===== src/rtl/pkg_qspi.sv =====
// Shared types and constants for the quad-SPI register target.
// Frame layout, command decode fields and lane helpers.
package pkg_qspi;

    typedef enum logic [2:0] {
        ST_IDLE,
        ST_CMD,
        ST_ADDR,
        ST_WDATA,
        ST_WRITE,
        ST_TURN,
        ST_RDATA,
        ST_IGNORE
    } state_e;

    typedef enum logic [1:0] {
        SZ_BT = 2'd0,
        SZ_HW = 2'd1,
        SZ_WD = 2'd2
    } size_e;

    localparam int CMD_RD_BIT = 7;
    localparam int CMD_SZ_HI  = 5;
    localparam int CMD_SZ_LO  = 4;
    localparam logic [7:0] CMD_RSVD_MASK = 8'h4F;

    localparam logic [3:0] CMD_NIBS    = 4'd2;
    localparam logic [3:0] ADDR_NIBS   = 4'd2;
    localparam logic [3:0] NIB_BT      = 4'd2;
    localparam logic [3:0] NIB_HW      = 4'd4;
    localparam logic [3:0] NIB_WD      = 4'd8;
    localparam logic [3:0] TURN_CYCLES = 4'd2;

    function automatic logic [3:0] size_nibs(input size_e s);
        logic [3:0] n;
        unique case (s)
            SZ_BT:   n = NIB_BT;
            SZ_HW:   n = NIB_HW;
            default: n = NIB_WD;
        endcase
        return n;
    endfunction

    function automatic logic [3:0] be_of(input size_e s, input logic [1:0] off);
        logic [3:0] be;
        unique case (s)
            SZ_BT:   be = 4'b0001 << off;
            SZ_HW:   be = 4'b0011 << {off[1], 1'b0};
            default: be = 4'hF;
        endcase
        return be;
    endfunction

    // Raw shifted-in data sits in the low bits; move it onto its lanes.
    function automatic logic [31:0] wr_align(input size_e s, input logic [1:0] off,
                                             input logic [31:0] raw);
        logic [31:0] w;
        unique case (s)
            SZ_BT:   w = {24'h0, raw[7:0]} << {off, 3'b000};
            SZ_HW:   w = {16'h0, raw[15:0]} << {off[1], 4'h0};
            default: w = raw;
        endcase
        return w;
    endfunction

    // Selected lanes end up MSB-aligned so they shift out top nibble first.
    function automatic logic [31:0] rd_extract(input size_e s, input logic [1:0] off,
                                               input logic [31:0] rdata);
        logic [31:0] t;
        logic [31:0] r;
        unique case (s)
            SZ_BT: begin
                t = rdata >> {off, 3'b000};
                r = {t[7:0], 24'h0};
            end
            SZ_HW: begin
                t = rdata >> {off[1], 4'h0};
                r = {t[15:0], 16'h0};
            end
            default: begin
                t = rdata;
                r = t;
            end
        endcase
        return r;
    endfunction

endpackage


===== src/rtl/qspi_sync.sv =====
// Plain multi-flop synchronizer for asynchronous pad inputs.
// Used directly for the COPI nibble.
module qspi_sync #(
    parameter int N = 2,
    parameter int W = 1
) (
    input  logic         clk,
    input  logic         rst,
    input  logic [W-1:0] d,
    output logic [W-1:0] q
);

    logic [N-1:0][W-1:0] stage_q;
    logic [N-1:0][W-1:0] stage_d;

    always_comb begin
        stage_d[0] = d;
        for (int i = 1; i < N; i++) begin
            stage_d[i] = stage_q[i-1];
        end
    end

    always_ff @(posedge clk) begin
        if (rst) begin
            stage_q <= '0;
        end else begin
            stage_q <= stage_d;
        end
    end

    assign q = stage_q[N-1];

endmodule


===== src/rtl/qspi_sync_edge.sv =====
// Synchronizer plus rise/fall detect for SCK and CS_N.
// Edge pulses are valid in the same cycle the synchronized level changes.
module qspi_sync_edge #(
    parameter int N = 2
) (
    input  logic clk,
    input  logic rst,
    input  logic d,
    output logic level,
    output logic rise,
    output logic fall
);

    logic prev_q;
    logic prev_d;

    qspi_sync #(
        .N (N),
        .W (1)
    ) u_sync (
        .clk (clk),
        .rst (rst),
        .d   (d),
        .q   (level)
    );

    always_comb begin
        prev_d = level;
    end

    always_ff @(posedge clk) begin
        if (rst) begin
            prev_q <= 1'b0;
        end else begin
            prev_q <= prev_d;
        end
    end

    assign rise = level & ~prev_q;
    assign fall = ~level & prev_q;

endmodule


===== src/rtl/qspi_reg_target.sv =====
// Quad-SPI responder turning each frame into one register read or write.
// Oversamples SCK in the clk domain; mode 0, MSB nibble first.
module qspi_reg_target
    import pkg_qspi::*;
#(
    parameter int SYNC_STAGES = 2,
    parameter int AW          = 8
) (
    input  logic          clk,
    input  logic          rst,
    input  logic          cs_n,
    input  logic          sck,
    input  logic [3:0]    copi,
    output logic [3:0]    cipo,
    output logic          cipo_oe,
    output logic [AW-1:0] reg_addr,
    output logic [31:0]   reg_wdata,
    output logic [3:0]    reg_be,
    output logic          reg_we,
    output logic          reg_re,
    input  logic [31:0]   reg_rdata
);

    logic       cs_s;
    logic       cs_rise;
    logic       cs_fall;
    logic       sck_s;
    logic       sck_rise;
    logic       sck_fall;
    logic [3:0] copi_s;

    qspi_sync_edge #(.N(SYNC_STAGES)) u_cs (
        .clk   (clk),
        .rst   (rst),
        .d     (cs_n),
        .level (cs_s),
        .rise  (cs_rise),
        .fall  (cs_fall)
    );

    qspi_sync_edge #(.N(SYNC_STAGES)) u_sck (
        .clk   (clk),
        .rst   (rst),
        .d     (sck),
        .level (sck_s),
        .rise  (sck_rise),
        .fall  (sck_fall)
    );

    qspi_sync #(.N(SYNC_STAGES), .W(4)) u_copi (
        .clk (clk),
        .rst (rst),
        .d   (copi),
        .q   (copi_s)
    );

    state_e        state_q, state_d;
    logic [3:0]    cnt_q, cnt_d;
    logic [31:0]   sh_q, sh_d;
    logic [7:0]    cmd_q, cmd_d;
    size_e         size_q, size_d;
    logic [1:0]    off_q, off_d;
    logic          re_pend_q, re_pend_d;
    logic          rd_cap_q, rd_cap_d;
    logic [3:0]    cipo_q, cipo_d;
    logic [AW-1:0] reg_addr_q, reg_addr_d;
    logic [31:0]   reg_wdata_q, reg_wdata_d;
    logic [3:0]    reg_be_q, reg_be_d;
    logic          reg_we_q, reg_we_d;
    logic          reg_re_q, reg_re_d;

    logic [31:0]   sh_in;
    logic [AW-1:0] addr_full;
    size_e         cmd_sz;
    logic          cmd_ok;
    logic [3:0]    nib_n;

    assign sh_in     = {sh_q[27:0], copi_s};
    assign addr_full = AW'({sh_q[3:0], copi_s});
    assign cmd_sz    = size_e'(cmd_q[CMD_SZ_HI:CMD_SZ_LO]);
    assign cmd_ok    = ((cmd_q & CMD_RSVD_MASK) == 8'h00) &&
                       (cmd_q[CMD_SZ_HI:CMD_SZ_LO] != 2'd3);
    assign nib_n     = size_nibs(size_q);

    always_comb begin
        state_d     = state_q;
        cnt_d       = cnt_q;
        sh_d        = sh_q;
        cmd_d       = cmd_q;
        size_d      = size_q;
        off_d       = off_q;
        re_pend_d   = 1'b0;
        rd_cap_d    = reg_re_q;
        cipo_d      = cipo_q;
        reg_addr_d  = reg_addr_q;
        reg_wdata_d = reg_wdata_q;
        reg_be_d    = reg_be_q;
        reg_we_d    = 1'b0;
        reg_re_d    = 1'b0;

        unique case (state_q)
            ST_IDLE: begin
                cnt_d = 4'd0;
                // A frame must open with a clean CS_N fall while SCK idles low.
                if (!cs_s) begin
                    state_d = (cs_fall && !sck_s) ? ST_CMD : ST_IGNORE;
                end
            end
            ST_CMD: begin
                if (sck_rise) begin
                    sh_d = sh_in;
                    if (cnt_q == CMD_NIBS - 4'd1) begin
                        cmd_d   = sh_in[7:0];
                        cnt_d   = 4'd0;
                        state_d = ST_ADDR;
                    end else begin
                        cnt_d = cnt_q + 4'd1;
                    end
                end
            end
            ST_ADDR: begin
                if (sck_rise) begin
                    sh_d = sh_in;
                    if (cnt_q == ADDR_NIBS - 4'd1) begin
                        cnt_d = 4'd0;
                        if (!cmd_ok) begin
                            state_d = ST_IGNORE;
                        end else begin
                            size_d     = cmd_sz;
                            off_d      = addr_full[1:0];
                            reg_addr_d = {addr_full[AW-1:2], 2'b00};
                            reg_be_d   = be_of(cmd_sz, addr_full[1:0]);
                            sh_d       = '0;
                            if (cmd_q[CMD_RD_BIT]) begin
                                re_pend_d = 1'b1;
                                state_d   = ST_TURN;
                            end else begin
                                state_d = ST_WDATA;
                            end
                        end
                    end else begin
                        cnt_d = cnt_q + 4'd1;
                    end
                end
            end
            ST_WDATA: begin
                if (sck_rise) begin
                    sh_d = sh_in;
                    if (cnt_q == nib_n - 4'd1) begin
                        cnt_d   = 4'd0;
                        state_d = ST_WRITE;
                    end else begin
                        cnt_d = cnt_q + 4'd1;
                    end
                end
            end
            ST_WRITE: begin
                reg_we_d    = 1'b1;
                reg_wdata_d = wr_align(size_q, off_q, sh_q);
                state_d     = ST_IGNORE;
            end
            ST_TURN: begin
                reg_re_d = re_pend_q;
                if (rd_cap_q) begin
                    sh_d = rd_extract(size_q, off_q, reg_rdata);
                end
                if (sck_rise) begin
                    if (cnt_q == TURN_CYCLES - 4'd1) begin
                        cnt_d   = 4'd0;
                        state_d = ST_RDATA;
                    end else begin
                        cnt_d = cnt_q + 4'd1;
                    end
                end
            end
            ST_RDATA: begin
                if (sck_fall && (cnt_q != nib_n)) begin
                    cipo_d = sh_q[31:28];
                    sh_d   = {sh_q[27:0], 4'h0};
                    cnt_d  = cnt_q + 4'd1;
                end else if (sck_rise && (cnt_q == nib_n)) begin
                    cipo_d  = 4'h0;
                    state_d = ST_IGNORE;
                end
            end
            ST_IGNORE: begin
                state_d = ST_IGNORE;
            end
            default: begin
                state_d = ST_IDLE;
            end
        endcase

        if (cs_rise) begin
            cipo_d = 4'h0;
        end
        if (cs_s) begin
            state_d = ST_IDLE;
        end
    end

    always_ff @(posedge clk) begin
        if (rst) begin
            state_q     <= ST_IDLE;
            cnt_q       <= 4'd0;
            sh_q        <= '0;
            cmd_q       <= '0;
            size_q      <= SZ_BT;
            off_q       <= 2'd0;
            re_pend_q   <= 1'b0;
            rd_cap_q    <= 1'b0;
            cipo_q      <= 4'h0;
            reg_addr_q  <= '0;
            reg_wdata_q <= '0;
            reg_be_q    <= 4'h0;
            reg_we_q    <= 1'b0;
            reg_re_q    <= 1'b0;
        end else begin
            state_q     <= state_d;
            cnt_q       <= cnt_d;
            sh_q        <= sh_d;
            cmd_q       <= cmd_d;
            size_q      <= size_d;
            off_q       <= off_d;
            re_pend_q   <= re_pend_d;
            rd_cap_q    <= rd_cap_d;
            cipo_q      <= cipo_d;
            reg_addr_q  <= reg_addr_d;
            reg_wdata_q <= reg_wdata_d;
            reg_be_q    <= reg_be_d;
            reg_we_q    <= reg_we_d;
            reg_re_q    <= reg_re_d;
        end
    end

    assign cipo_oe   = (state_q == ST_TURN) || (state_q == ST_RDATA);
    assign cipo      = cipo_oe ? cipo_q : 4'h0;
    assign reg_addr  = reg_addr_q;
    assign reg_wdata = reg_wdata_q;
    assign reg_be    = reg_be_q;
    assign reg_we    = reg_we_q;
    assign reg_re    = reg_re_q;

endmodule


===== config.mk =====
export PLATFORM = sky130hd
export DESIGN_NAME = qspi_reg_target
export DESIGN_NICKNAME = d
export VERILOG_FILES = /design/src/rtl/pkg_qspi.sv /design/src/rtl/qspi_sync.sv /design/src/rtl/qspi_sync_edge.sv /design/src/rtl/qspi_reg_target.sv
export SDC_FILE = /design/constraint.sdc
export NUM_CORES = 1
export LEC_CHECK = 0
export CAP_MARGIN = 10
export CELL_PAD_IN_SITES_DETAIL_PLACEMENT = 1
export CELL_PAD_IN_SITES_GLOBAL_PLACEMENT = 1
export CORE_MARGIN = 3
export CORE_UTILIZATION = 48
export CTS_CLUSTER_DIAMETER = 80
export DETAILED_ROUTE_END_ITERATION = 6
export DONT_BUFFER_PORTS = 1
export GPL_TIMING_DRIVEN = 0
export PLACE_DENSITY = 0.79
export SLEW_MARGIN = 5
export SYNTH_ARGS = -nofsm -noshare
export SYNTH_HDL_FRONTEND = slang
export SYNTH_SLANG_ARGS = --single-unit

===== constraint.sdc =====
create_clock -name clk -period 3.7 [get_ports clk]
set_input_delay 0.74 -clock clk [delete_from_list [all_inputs] [get_ports clk]]
set_output_delay 0.74 -clock clk [all_outputs]
set_load 0.02 [all_outputs]

======== Yosys cells after proc, flatten, opt, wreduce, memory -nomap -nowiden ========
Cells that the tools add are included.
Widths: inputs -> output; s select.
cells by class
  add/sub/neg operators ................... 2
  eq/ne operators ......................... 28
  shifts and indexed selects .............. 6
  multiplexer cells ....................... 36
  bitwise logic cells ..................... 13
  reductions and logical operators ........ 26
operator list
  operator            count
  $mux 32             6
  $pmux 32 s2         2
  $pmux 32 s4         1
  $mux 3              13
  $mux 4              8
  $shl 16x5->32       1
  $shl 8x5->32        1
  $shr 32x5->16       1
  $shr 32x5->8        1
  $ne 2x2->1 const B  13
  $pmux 3 s7          1
  $pmux 4 s2          2
  $pmux 4 s4          1
  $eq 3x3->1 const B  4
  $reduce_and 10->1   1
  $reduce_or 2->1     5
  $not 1->1           9
  $eq 4x4->1          2
  $logic_not 8->1     1
  $reduce_and 4->1    2
  $reduce_bool 4->1   2
  $eq 3x2->1 const B  2
  $reduce_and 5->1    1
  $reduce_or 5->1     1
  20 further kinds    30
storage, ports and cells
  bits in registers ....................... 115
  bits of input ports ..................... 40
  output and inout port bits .............. 51

======== Depth between registers and ports, before layout ========
  depth in word-level cells ............... 7
  mapped depth ............................ 14
  mapped depth without buffers ............ 8

======== By module ========
A second synthesis with hierarchy kept.
second synthesis, totals
  cells, all modules ...................... 635
  area total of the unflattened synthesis .. 5397.7 µm²
modules (own cells, without submodules)
  module                       instances  cells an instance  area each (µm²)  seq. area each (µm²)
  qspi_reg_target              1          603                5004.8           2021.9
  qspi_sync (u_copi)           1          16                 210.2            160.2
  qspi_sync (u_cs.u_sync ...)  2          4                  52.6             40.0
  qspi_sync_edge               2          4                  38.8             20.0

======== Worst setup path before layout ========
OpenSTA, ideal clock, no wires.
  path kind ............................... reg2reg
  start point ............................. reg size_q[0]
  end point ............................... reg sh_q[31]
  arrival time ............................ 2538 ps
  required time ........................... 3577 ps
  slack ................................... 1039 ps
  cell stages (with the launch flop) ...... 15
  cells stage by stage .................... dfxtp_1 -> buf_2 -> nor2b_1 -> buf_2 -> inv_1 -> buf_2 -> ha_1 -> buf_2 -> inv_1 -> clkbuf_1 -> clkbuf_1 -> o221ai_1 -> o21a_1 -> a221oi_1 -> nor2_1
on the way
  word-level cells in the longest chain between the ends .. 6
  elaborated cells between the ends (all ways) .. 10
  classes of those cells .................. 3 x eq/ne; 4 x mux; 3 x reduce/logical
RTL lines
  what                                           line                            source
  from (decl)                                    qspi_reg_target.sv:61           size_e size_q, size_d;
  from (signal assigned)                         qspi_reg_target.sv:223          size_q <= size_d;
  $eq 2x1->1 or $logic_not 2->1 (tied branches)  pkg_qspi.sv:36, pkg_qspi.sv:71
  $pmux 4 s2                                     pkg_qspi.sv:36                  unique case (s)
  $ne 4x4->1                                     qspi_reg_target.sv:177          if (sck_fall && (cnt_q != nib_n)) begin
  $logic_and 1x1->1                              qspi_reg_target.sv:177
  $ne 2x2->1 (no source line)                    --
  $reduce_and 5->1 (no source line)              --
  to (signal assigned)                           qspi_reg_target.sv:206          sh_q <= '0;
  to (signal assigned)                           qspi_reg_target.sv:221          sh_q <= sh_d;
  to (decl)                                      qspi_reg_target.sv:59           logic [31:0] sh_q, sh_d;
Parallel ways exist; a longest one is shown, timed or not. The select of a mux whose other input is x is not followed.
A chain may end at the register's enable or synchronous reset.

======== Final worst setup path ========
Same ends and word-level chain as after synthesis.

==> results.yml <==
sta:
  timing.final.hold_violations: 0
  final_critical_path_setup_slack_ns: 0.264
  slew_headroom_pct: 48.0
  worst_hold_slack_ns: 0.438
  period_minus_slack_ns: 3.44
  worstMarginPinSlew_ns: 0.780
  setup_total_negative_slack_ns: 0
  setup_viol_count_final: 0
  maximum_clock_frequency_mhz: 291
  drv_slew: 0
  ratio_of_final_minimum_period_to_clock_period_pct: 92.9
  fin_worst_skew_ns: 0.00749
  rsz0062_at_grt: "false"
floorplan:
  floorplan.rows: 38
  initial_utilization_pct: 50.0
  io_pins: 91
  die_height_um: 113
  die-area_um2: 12800
  die_w_um: 113
  floorplan.core_area_um2: 11000
synthesis:
  synth_cell_types: 69
  synth_seq_cells: 115
  synth.yosys.seq_area_share_pct: 41.8
  number_of_cells_produced_by_synthesis: 619
  post_synth.cell_area_avg_um2: 8.91
  synthesis.yosys.warnings: 0
  synth_async_sr_flop_share_pct: 0
  syn_area_um2: 5510
  synthFlopType: "dfxtp_1"
  synth_edf_count: 0
worst_setup_path:
  worst_setup_sp_type: "flop"
  critPathKind: "flop to flop"
  critical_path_peak_fanout: 10
  data_arrival_at_the_endpoint_of_the_critical_path_ns: 3.74
  category_of_the_worst_setup_path_capture_point: "flop"
  timing.critical_path.required_ns: 4.00
min_path:
  hold_class: "flop to flop"
clock_network:
  post-cts-setup-buffers: 0
  cts_tree: "done"
  cts_buffers: 17
  cts.clk_slew.worst_paths_ns: 0.05
  clkLatencyLatePin_ns: 0.42
  clock_tree.buffer_depth: 2
  cts_resized: 0
  cts-hold-fix-buffers: 0
  clock_sink_count: 115
  h-tree-depth: 4
  ctsRootBufferMaster: "clkbuf_16"
grt:
  maximum_number_of_pins_on_one_net_before_global_route_repair: 17
  overflow: 0
  first_global_vias: 5222
  antenna_found_initial: 0
  grt_util_all_layers_pct: 30.7
  grt_first_pass_wirelength_um: 29800
final_layout:
  final_core_util_pct: 57.6
  drive_gt1_share_pct: 13.2
  summed_area_of_non_filler_cells_in_the_final_layout_um2: 6350
  insertedDiodeCount: 0
  num-nets-final: 682
  synthToLayoutAreaGrowth_pct: 15.2
  stdcell_count: 792
place:
  placement.io_buffers: 0
  place_inst: 760
  post_detail_place_hpwl_um: 13800
  gpl.final_weighted_congestion: 0.952
  dpl-instance-area_um2: 5690
  dpl_worst_slack_ns: 0.228
drt:
  drt-wirelength-per-cell_um: 24.6
  post-route-drc-count: 0
  detail_route.first_pass.iterations: 5
  finalWirelength_um: 19500
  drt-initial-drc-count: 516
  vias: 5131
  final_antenna_net_count: 0
  routed_via_density: 6.48
power:
  vdd.ir_drop.worst_uv: 564
  pwr_density_cell_nw_per_um2: 696
  totalPowerFinal_mw: 4.42
  leakagePower_nw: 2.34
run:
  maxCapViolCount: 0
status:
  run_status: "finished, final reports clean"
-- flip-flops by register name, indices dropped and copies added (netlist names), 2 cells and up --
name,flops
cipo_q,4
cmd_q,8
cnt_q,4
off_q,2
reg_addr,6
reg_be,4
reg_wdata,32
sh_q,32
size_q,2
state_q,3
u_copi.q,4
u_copi.stage_d,4
-- path summary, 6_finish.rpt --
path                                               from              to  slack [ns]  cells past startpoint
worst max register to register                size_q[0]        sh_q[31]        0.26                     14
worst min register to register  u_sck.u_sync.stage_d[1]  u_sck.u_sync.q        0.44                      1
worst min-delay path            u_sck.u_sync.stage_d[1]  u_sck.u_sync.q        0.44                      1
worst max-delay path                          size_q[0]        sh_q[31]        0.26                     14
-- worst max-delay path: stages, from the launching register on --
cell	delay, ns
dfxtp_1	0.31
buf_2	0.21
nor2b_1	0.15
buf_2	0.23
inv_1	0.10
buf_2	0.20
ha_1	0.19
buf_2	0.20
inv_1	0.10
clkbuf_1	0.36
clkbuf_1	0.44
o221ai_1	0.21
o21a_1	0.16
a221oi_1	0.35
nor2_1	0.09
-- power by group --
group          switching (mW)  internal, mW  leakage [nW]
Sequential              0.229          1.38         0.934
Clock                   0.602          1.20         0.315
Combinational           0.666         0.338          1.09
-- cell families (layout without fill, tap and decap cells) --
| logic type | after synthesis | in the layout | synth area share (%) |
|---|---|---|---|
| multiplexers | 26 | 26 | 4.72 |
| XOR/XNOR | 4 | 4 | 0.885 |
| flip-flops | 115 | 115 | 41.8 |
| other | 1 | 2 | 0.0680 |
| AND/OR/NAND/NOR | 209 | 209 | 19.5 |
| buffers and inverters | 66 | 98 | 5.63 |
| adder cells (fa/ha/maj) | 3 | 3 | 0.681 |
| AO/OA/AOI/OAI | 195 | 195 | 26.8 |
-- synthesized netlist by cell type, types with 2 or more instances --
library cell  number  area (um^2)
dfxtp_1          115         2300
nor2_1            80          300
o21ai_0           46          230
nand2_1           39          146
a221oi_1          36          315
clkbuf_1          31          116
a21oi_1           28          140
mux2i_1           26          260
nor3_1            21          105
nor2b_1           18          113
buf_2             17         85.1
a22oi_1           16          120
a221oi_2          12          180
nor4_1            11         68.8
inv_1              9         33.8
o21a_1             9         67.6
o211ai_1           8         60.1
o221ai_1           8         70.1
and2_1             6         37.5
nand2b_1           5         31.3
a22o_1             4         35.0
buf_6              4         45.0
a211oi_1           3         22.5
buf_4              3         22.5
ha_1               3         37.5
nand3_1            3         15.0
or2_2              3         18.8
or3_1              3         18.8
a21o_1             2         15.0
a311oi_1           2         17.5
a31oi_1            2         12.5
and3_1             2         12.5
buf_1              2         7.51
nand3b_1           2         15.0
nor3b_2            2         25.0
nor4_4             2         42.5
o21bai_1           2         15.0
or4_1              2         15.0
xnor2_1            2         17.5
-- layout by cell type (no fill, tap or decap), types with 9 or more instances in the layout --
| cell type | instances |
|---|---|
| dfxtp_1 | 115 |
| nor2_1 | 80 |
| o21ai_0 | 46 |
| nand2_1 | 39 |
| a221oi_1 | 36 |
| clkbuf_1 | 31 |
| a21oi_1 | 27 |
| mux2i_1 | 26 |
| nor3_1 | 21 |
| nor2b_1 | 18 |
| buf_2 | 17 |
| clkbuf_16 | 17 |
| a22oi_1 | 16 |
| a221oi_2 | 12 |
| nor4_1 | 11 |
| inv_1 | 9 |
| o21a_1 | 9 |
-- area by class of cell --
class	count	area [um^2]
clock buffer	21	480
clock inverter	11	175
multi-input combinational	439	2910
buffer	57	277
fill	1283	4680
inverter	9	33.8
sequential	115	2300
tap	140	175
-- routing by layer --
metal / up-vias / global-route usage [%] / routed length [um]
met5: - / 0 / 0
met4: 0 / 10.2 / 460
met3: 37 / 10.4 / 1920
met2: 258 / 47.0 / 8790
met1: 2509 / 40.9 / 8310
li1: 2327 / - / -
(Power assumes the default switching activity.)
